## config.mk

```make
export PLATFORM = sky130hd
export DESIGN_NAME = irq_pending_ctrl
export DESIGN_NICKNAME = d
export VERILOG_FILES = /design/src/rtl/irq_pending_ctrl.sv
export SDC_FILE = /design/constraint.sdc
export NUM_CORES = 1
export LEC_CHECK = 0
export BUFFER_PORTS_ARGS = -buffer_cell sky130_fd_sc_hd__buf_4
export CAP_MARGIN = 20
export CORE_ASPECT_RATIO = 1.2
export CORE_MARGIN = 10
export CORE_UTILIZATION = 35
export CTS_CLUSTER_DIAMETER = 150
export DETAILED_ROUTE_END_ITERATION = 10
export HOLD_SLACK_MARGIN = 0.15
export PLACE_DENSITY = 0.75
export SYNTH_ARGS = -nofsm -noshare
export SYNTH_HDL_FRONTEND = slang
export SYNTH_SLANG_ARGS = --single-unit
```

## constraint.sdc

```tcl
create_clock -name clk -period 2.1 [get_ports clk]
set_input_delay 0.42 -clock clk [delete_from_list [all_inputs] [get_ports clk]]
set_output_delay 0.42 -clock clk [all_outputs]
set_load 0.005 [all_outputs]
```

## src/rtl/irq_pending_ctrl.sv

```systemverilog
// Interrupt pending/enable controller with per-source edge/level capture and
// lowest-index priority. Define IRQ_SYNC_EN to add a two-flop input synchroniser.
module irq_pending_ctrl #(
    parameter int                 NUM_SRC   = 16,
    parameter logic [NUM_SRC-1:0] EDGE_MASK = {NUM_SRC{1'b0}}
) (
    input  logic               clk,
    input  logic               rst,
    input  logic [NUM_SRC-1:0] irq_src,
    input  logic               csr_sel,
    input  logic [1:0]         csr_op,
    input  logic [31:0]        csr_wdata,
    output logic [31:0]        csr_rdata,
    input  logic               claim,
    output logic               irq_req,
    output logic [4:0]         irq_id
);

    localparam logic [1:0] OP_WRITE = 2'b01;
    localparam logic [1:0] OP_SET   = 2'b10;
    localparam logic [1:0] OP_CLEAR = 2'b11;

    logic [NUM_SRC-1:0] src_s;
    logic [NUM_SRC-1:0] prev_q, prev_d;
    logic [NUM_SRC-1:0] pending_q, pending_d;
    logic [NUM_SRC-1:0] enable_q, enable_d;
    logic               irq_req_q, irq_req_d;
    logic [4:0]         irq_id_q, irq_id_d;

    logic [NUM_SRC-1:0] wr_bits;
    logic [NUM_SRC-1:0] pend_csr;
    logic [NUM_SRC-1:0] claim_clr;
    logic [NUM_SRC-1:0] edge_set;
    logic [NUM_SRC-1:0] active;

    function automatic logic [NUM_SRC-1:0] apply_op(input logic [1:0]         op,
                                                     input logic [NUM_SRC-1:0] cur,
                                                     input logic [NUM_SRC-1:0] wr);
        case (op)
            OP_WRITE: apply_op = wr;
            OP_SET:   apply_op = cur | wr;
            OP_CLEAR: apply_op = cur & ~wr;
            default:  apply_op = cur;
        endcase
    endfunction

    assign wr_bits = csr_wdata[NUM_SRC-1:0];

    generate
        if (NUM_SRC < 32) begin : g_wdata_hi
            // Operand bits above the implemented sources have no register behind them.
            logic unused_wdata_hi;
            assign unused_wdata_hi = ^csr_wdata[31:NUM_SRC];
        end
    endgenerate

`ifdef IRQ_SYNC_EN
    logic [NUM_SRC-1:0] sync1_q, sync2_q;

    always_ff @(posedge clk or posedge rst) begin
        if (rst) begin
            sync1_q <= '0;
            sync2_q <= '0;
        end else begin
            sync1_q <= irq_src;
            sync2_q <= sync1_q;
        end
    end

    assign src_s = sync2_q;
`else
    assign src_s = irq_src;
`endif

    always_comb begin
        pend_csr = pending_q;
        enable_d = enable_q;
        if (csr_sel) begin
            enable_d = apply_op(csr_op, enable_q, wr_bits);
        end else begin
            pend_csr = apply_op(csr_op, pending_q, wr_bits);
        end

        claim_clr = '0;
        for (int i = 0; i < NUM_SRC; i++) begin
            claim_clr[i] = claim && irq_req_q && (irq_id_q == 5'(i));
        end

        edge_set = src_s & ~prev_q;
        prev_d   = src_s;
        // A fresh edge beats a same-cycle CSR clear or claim; level bits just follow the line.
        pending_d = (EDGE_MASK & ((pend_csr & ~claim_clr) | edge_set))
                  | (~EDGE_MASK & src_s);
    end

    always_comb begin
        active    = pending_q & enable_q;
        irq_req_d = 1'b0;
        irq_id_d  = '0;
        for (int i = NUM_SRC - 1; i >= 0; i--) begin
            if (active[i]) begin
                irq_req_d = 1'b1;
                irq_id_d  = 5'(i);
            end
        end
    end

    always_ff @(posedge clk or posedge rst) begin
        if (rst) begin
            prev_q    <= '0;
            pending_q <= '0;
            enable_q  <= '0;
            irq_req_q <= 1'b0;
            irq_id_q  <= '0;
        end else begin
            prev_q    <= prev_d;
            pending_q <= pending_d;
            enable_q  <= enable_d;
            irq_req_q <= irq_req_d;
            irq_id_q  <= irq_id_d;
        end
    end

    assign csr_rdata = csr_sel ? 32'(enable_q) : 32'(pending_q);
    assign irq_req   = irq_req_q;
    assign irq_id    = irq_id_q;

endmodule

```

# Yosys cells after proc, flatten, opt, wreduce, memory -nomap -nowiden
# Cells that the tools add are included.
dict set report word_totals {
  output_inout_bits 38
  regBits 38
}
dict set report classes {
  reduce_logical 2
  n_eq_ne 3
  muxes 34
  n_bitwise 4
}
# op n
set ops {}
lappend ops {{$mux 5} 15}
lappend ops {{$pmux 16 s3} 1}
lappend ops {{$and 16x16->16} 2}
lappend ops {{$mux 1} 16}
lappend ops {{$mux 16} 1}
lappend ops {{$not 16->16} 1}
lappend ops {{$or 16x16->16} 1}
lappend ops {{$eq 2x2->1 const B} 2}
lappend ops {{$mux 4} 1}
lappend ops {{$reduce_bool 3->1} 1}
lappend ops {{$eq 2x1->1 const B} 1}
lappend ops {{$reduce_and 2->1} 1}

# Logic depth before layout (Yosys ltp)
dict set report depth {
  ltp_word 17
  ltp_mapped 5
  mapped_depth_nobuf 4
}

# Worst setup path before layout
# Ideal clock, no wire load.
dict set report synth_path {
  kind {in2out}
  startpoint {input port csr_sel}
  endpoint {output port csr_rdata[0]}
  arrival_time_ns 0.961
  stages 2
  slack_ns 0.719
  required_ns 1.680
  path_cell_list {buf_2 -> mux2_2}
}
dict set report synth_between {
  elab_chain_len 1
}
# element line
set synth_lines {}
lappend synth_lines {{from (decl)} 10} ;# input logic csr_sel,
lappend synth_lines {{$mux 16} 124} ;# assign csr_rdata = csr_sel ? 32'(enable_q) : 32'(pending_q);
lappend synth_lines {{to (decl)} 13} ;# output logic [31:0] csr_rdata,
# No other way between the ends.

# Final worst setup path
dict set report layout_path {
  startpoint {input port csr_sel}
  endpoint {output port csr_rdata[5]}
}
# Same word-level chain as after synthesis.

==> impl_results.md <==
* Reg2reg start: enable_q[5]
* WL final at 4850 microns
* CP endpoint kind: primary output
* Yosys warns at 0
* Final instance area at roughly 2300 sq um
* Hold buffer count at CTS at 0
* Post-CTS setup buffer count at 0
* Vias at 1468
* Post-synthesis register bit count at 37
* Residual DRC at 0
* Relative slew slack at 66.7%
* Critical Path Start Type: primary input
* Hpwl dp at 3700 microns
* DR vias/cell at 5.15
* Initial Utilization at 36.5%
* Ant. Diodes at 0
* Worst Skew at 0.00368 ns
* PD cells at 791 nW/um^2
* Clock sink count at 37
* Largest net degree at the start of global routing at 38
* Reg power frac at between 40% and 50%
* Global placement routability congestion at 0.793
* DR WL/cell at 17.0 microns
* Post-Syn Area at 1820 sq um
* Crit Path Class: in -> out
* Initial antenna violation count at 0
* Post-Layout Cell Count at 285
* Worst Path Buf+Inv at 2
* Final nets at around 280
* Post-route ant nets at 0
* CP startpoint: csr_sel
* Delay of the slowest critical-path stage at about 0.38 ns
* Clock power share at 27.4%
* Worst EP required at 1.68 ns
* Logic pwr share at 24.0%
* CTS HTree Levels at 2
* Count of cell types in the netlist at 25
* Maxcap violations at 0
* Sequential share of the synthesized area at between 50 and 60%
* Root buffer cell: clkbuf_8
* Placed insts at 278
* CTS tree: done
* Setup TNS at 0 ns
* Avg Inst Size Synth at 10.8 sq um
* Share of layout cells above drive strength 1 at 36.0%
* Chip width at 85.8 microns
* Post-DP Area at 2220 sq um
* CP dominant cell by count: buf_4
* Post-layout minimum cycle time at around 1.6 ns
* Min setup slack post-route at 0.460 ns
* Worst min path class: in -> async
* Die H at 98.9 microns
* Grt ovf at 0
* Post-Synthesis Cells at around 170
* Worst Max-Slew Pin Slew at 0.498 ns
* I/O Buffers at 57
* CTS resizes at 0
* Top Ports at 92
* Slowest stage cell on the critical path: mux2_2
* Cell Rows at 28
* Placement Setup Slack at ~0.46 ns
* Die ar. at approximately 8500 sq um
* Number of global-route vias before repair at about 1500
* Fillers at 508
* CTS max path bufs at 2
* GR Util All Layers at 11.3%
* Final hold violations at 0
* RSZ-0062 raised after global routing: no
* Clock Latency Late Sink at 0.29 ns
* Tcrit/Tclk final at 78.1%
* Sw frac at 28.4%
* Worst vdd rail ir drop at 0.313 mV
* Pins Over Slew Limit at 0
* CTS clk-pin slew, worst paths at ~0.070 ns
* First-pass GRT wire length at around 7700 microns
* CTS Buf Count at 5
* Peak Freq at 0.610 GHz
* Core area at 4970 sq um
* Cell family with most CP delay: buffers and inverters
* Area delta synth->final at 27.0%
* Overall Power at 1830 uW
* Initial DRC Count at 103
* DR pass1 iterations at 4
* Cell internal pwr at ~1300 uW
* Critical path arrival at 1.22 ns
* CP cell instances: buf_4 -> mux2_2 -> buf_4
* P_leak at 0.00106 uW
* Worst Path Max Fanout at 24
* Final Setup Violations at 0
* Switching power at 519 uW
* Status: completed
==> state kept, by name (all words and copies together), names as in the netlist <==
name       count
enable_q      16
pending_q     16
irq_id         4
irq_req        1
==> power by group through the flow <==
stage	clock [uW]	sequential, uW	combinational [uW]
final	501	887	437
after global routing	536	900	491
after CTS	505	885	445
after detailed placement	0	898	443
after global placement	0	893	431
after floorplan	0	875	267
==> placed cells by master (no fill, tap or decap), drive strengths merged, types with 2 or more instances in the layout <==
cell type and count:
xnor2 5, a21oi 16, a31oi 7, a222oi 3, nor2b 2, a211oi 12
nor3 2, mux2 16, buf 58, a22oi 3, a32o 2, a22o 5
dfrtp 37, nand3 3, conb 17, nand2 11, nor2 13, clkbuf 7
==> worst paths after layout <==
path | end | slack, ns | depth (start not counted)
max | csr_rdata[5] | 0.46 | 3
min | pending_q[0] | 0.24 | 3
max reg2reg | irq_id[1] | 0.70 | 4
min reg2reg | irq_id[1] | 0.54 | 1
max in group asynchronous | enable_q[0] | 1.52 | 3
min in group clk | pending_q[8] | 0.24 | 1
==> cells in the mapped netlist <==
library cell  count  area [sq um]
a222oi_1          3          30.0
a21oi_1          16          80.1
o31ai_1           1          7.51
o21ai_0           1          5.00
buf_2             4          20.0
a22o_1            5          43.8
nand3_1           3          15.0
o21a_2            1          8.76
mux2_2           16           180
a31oi_1           7          43.8
nand2_1          11          41.3
nand3b_1          1          7.51
nor3_1            2          10.0
nor2_1           13          48.8
and3_1            1          6.26
conb_1            1          3.75
clkbuf_1          1          3.75
a22oi_1           3          22.5
inv_1             1          3.75
a211oi_1         12          90.1
buf_4            19           143
xnor2_1           5          43.8
nor2b_1           2          12.5
dfrtp_1          37           926
a32o_1            2          20.0
==> through the flow <==
stage	util (%)	hold slack (ns)
after floorplan	-	0.451
after global placement	44.6	0.514
after detailed placement	44.6	0.518
after CTS	46.4	0.233
after global routing	46.4	0.229
final	46.4	0.236
==> layout make-up <==
class / count / area, sq um / share of cell area, %
tap: 60 / 75.1 / 3.25
inverter: 1 / 3.75 / 0.163
clock buffer: 7 / 86.3 / 3.74
timing repair buffer: 58 / 435 / 18.9
multi-input combinational: 122 / 781 / 33.8
sequential: 37 / 926 / 40.1
==> worst register-to-register path, stage by stage, from the launching register on <==
cell      delay (ns)
dfrtp_1         0.45
a22o_1          0.27
a31oi_1         0.15
o31ai_1         0.10
a222oi_1        0.32
==> metal layers <==
metal,vias up,global-route usage (%),part of all wire (%)
met3,9,4.78,8.9
met4,0,4.31,1.9
met5,-,0,0
li1,698,-,-
met1,697,11.9,38
met2,64,19.3,51
==> cell families (layout without fill, tap and decap cells) <==
| logic type | count (synthesis) | after routing | synth area share, % |
|---|---|---|---|
| flops | 37 | 37 | 51.0 |
| mux | 16 | 16 | 9.92 |
| xor+xnor | 5 | 5 | 2.41 |
| buf+inv | 25 | 66 | 9.37 |
| other cells | 1 | 17 | 0.206 |
| simple gates | 33 | 33 | 7.78 |
| compound gates | 51 | 51 | 19.4 |
No activity file was read; power rests on OpenSTA's default activity.
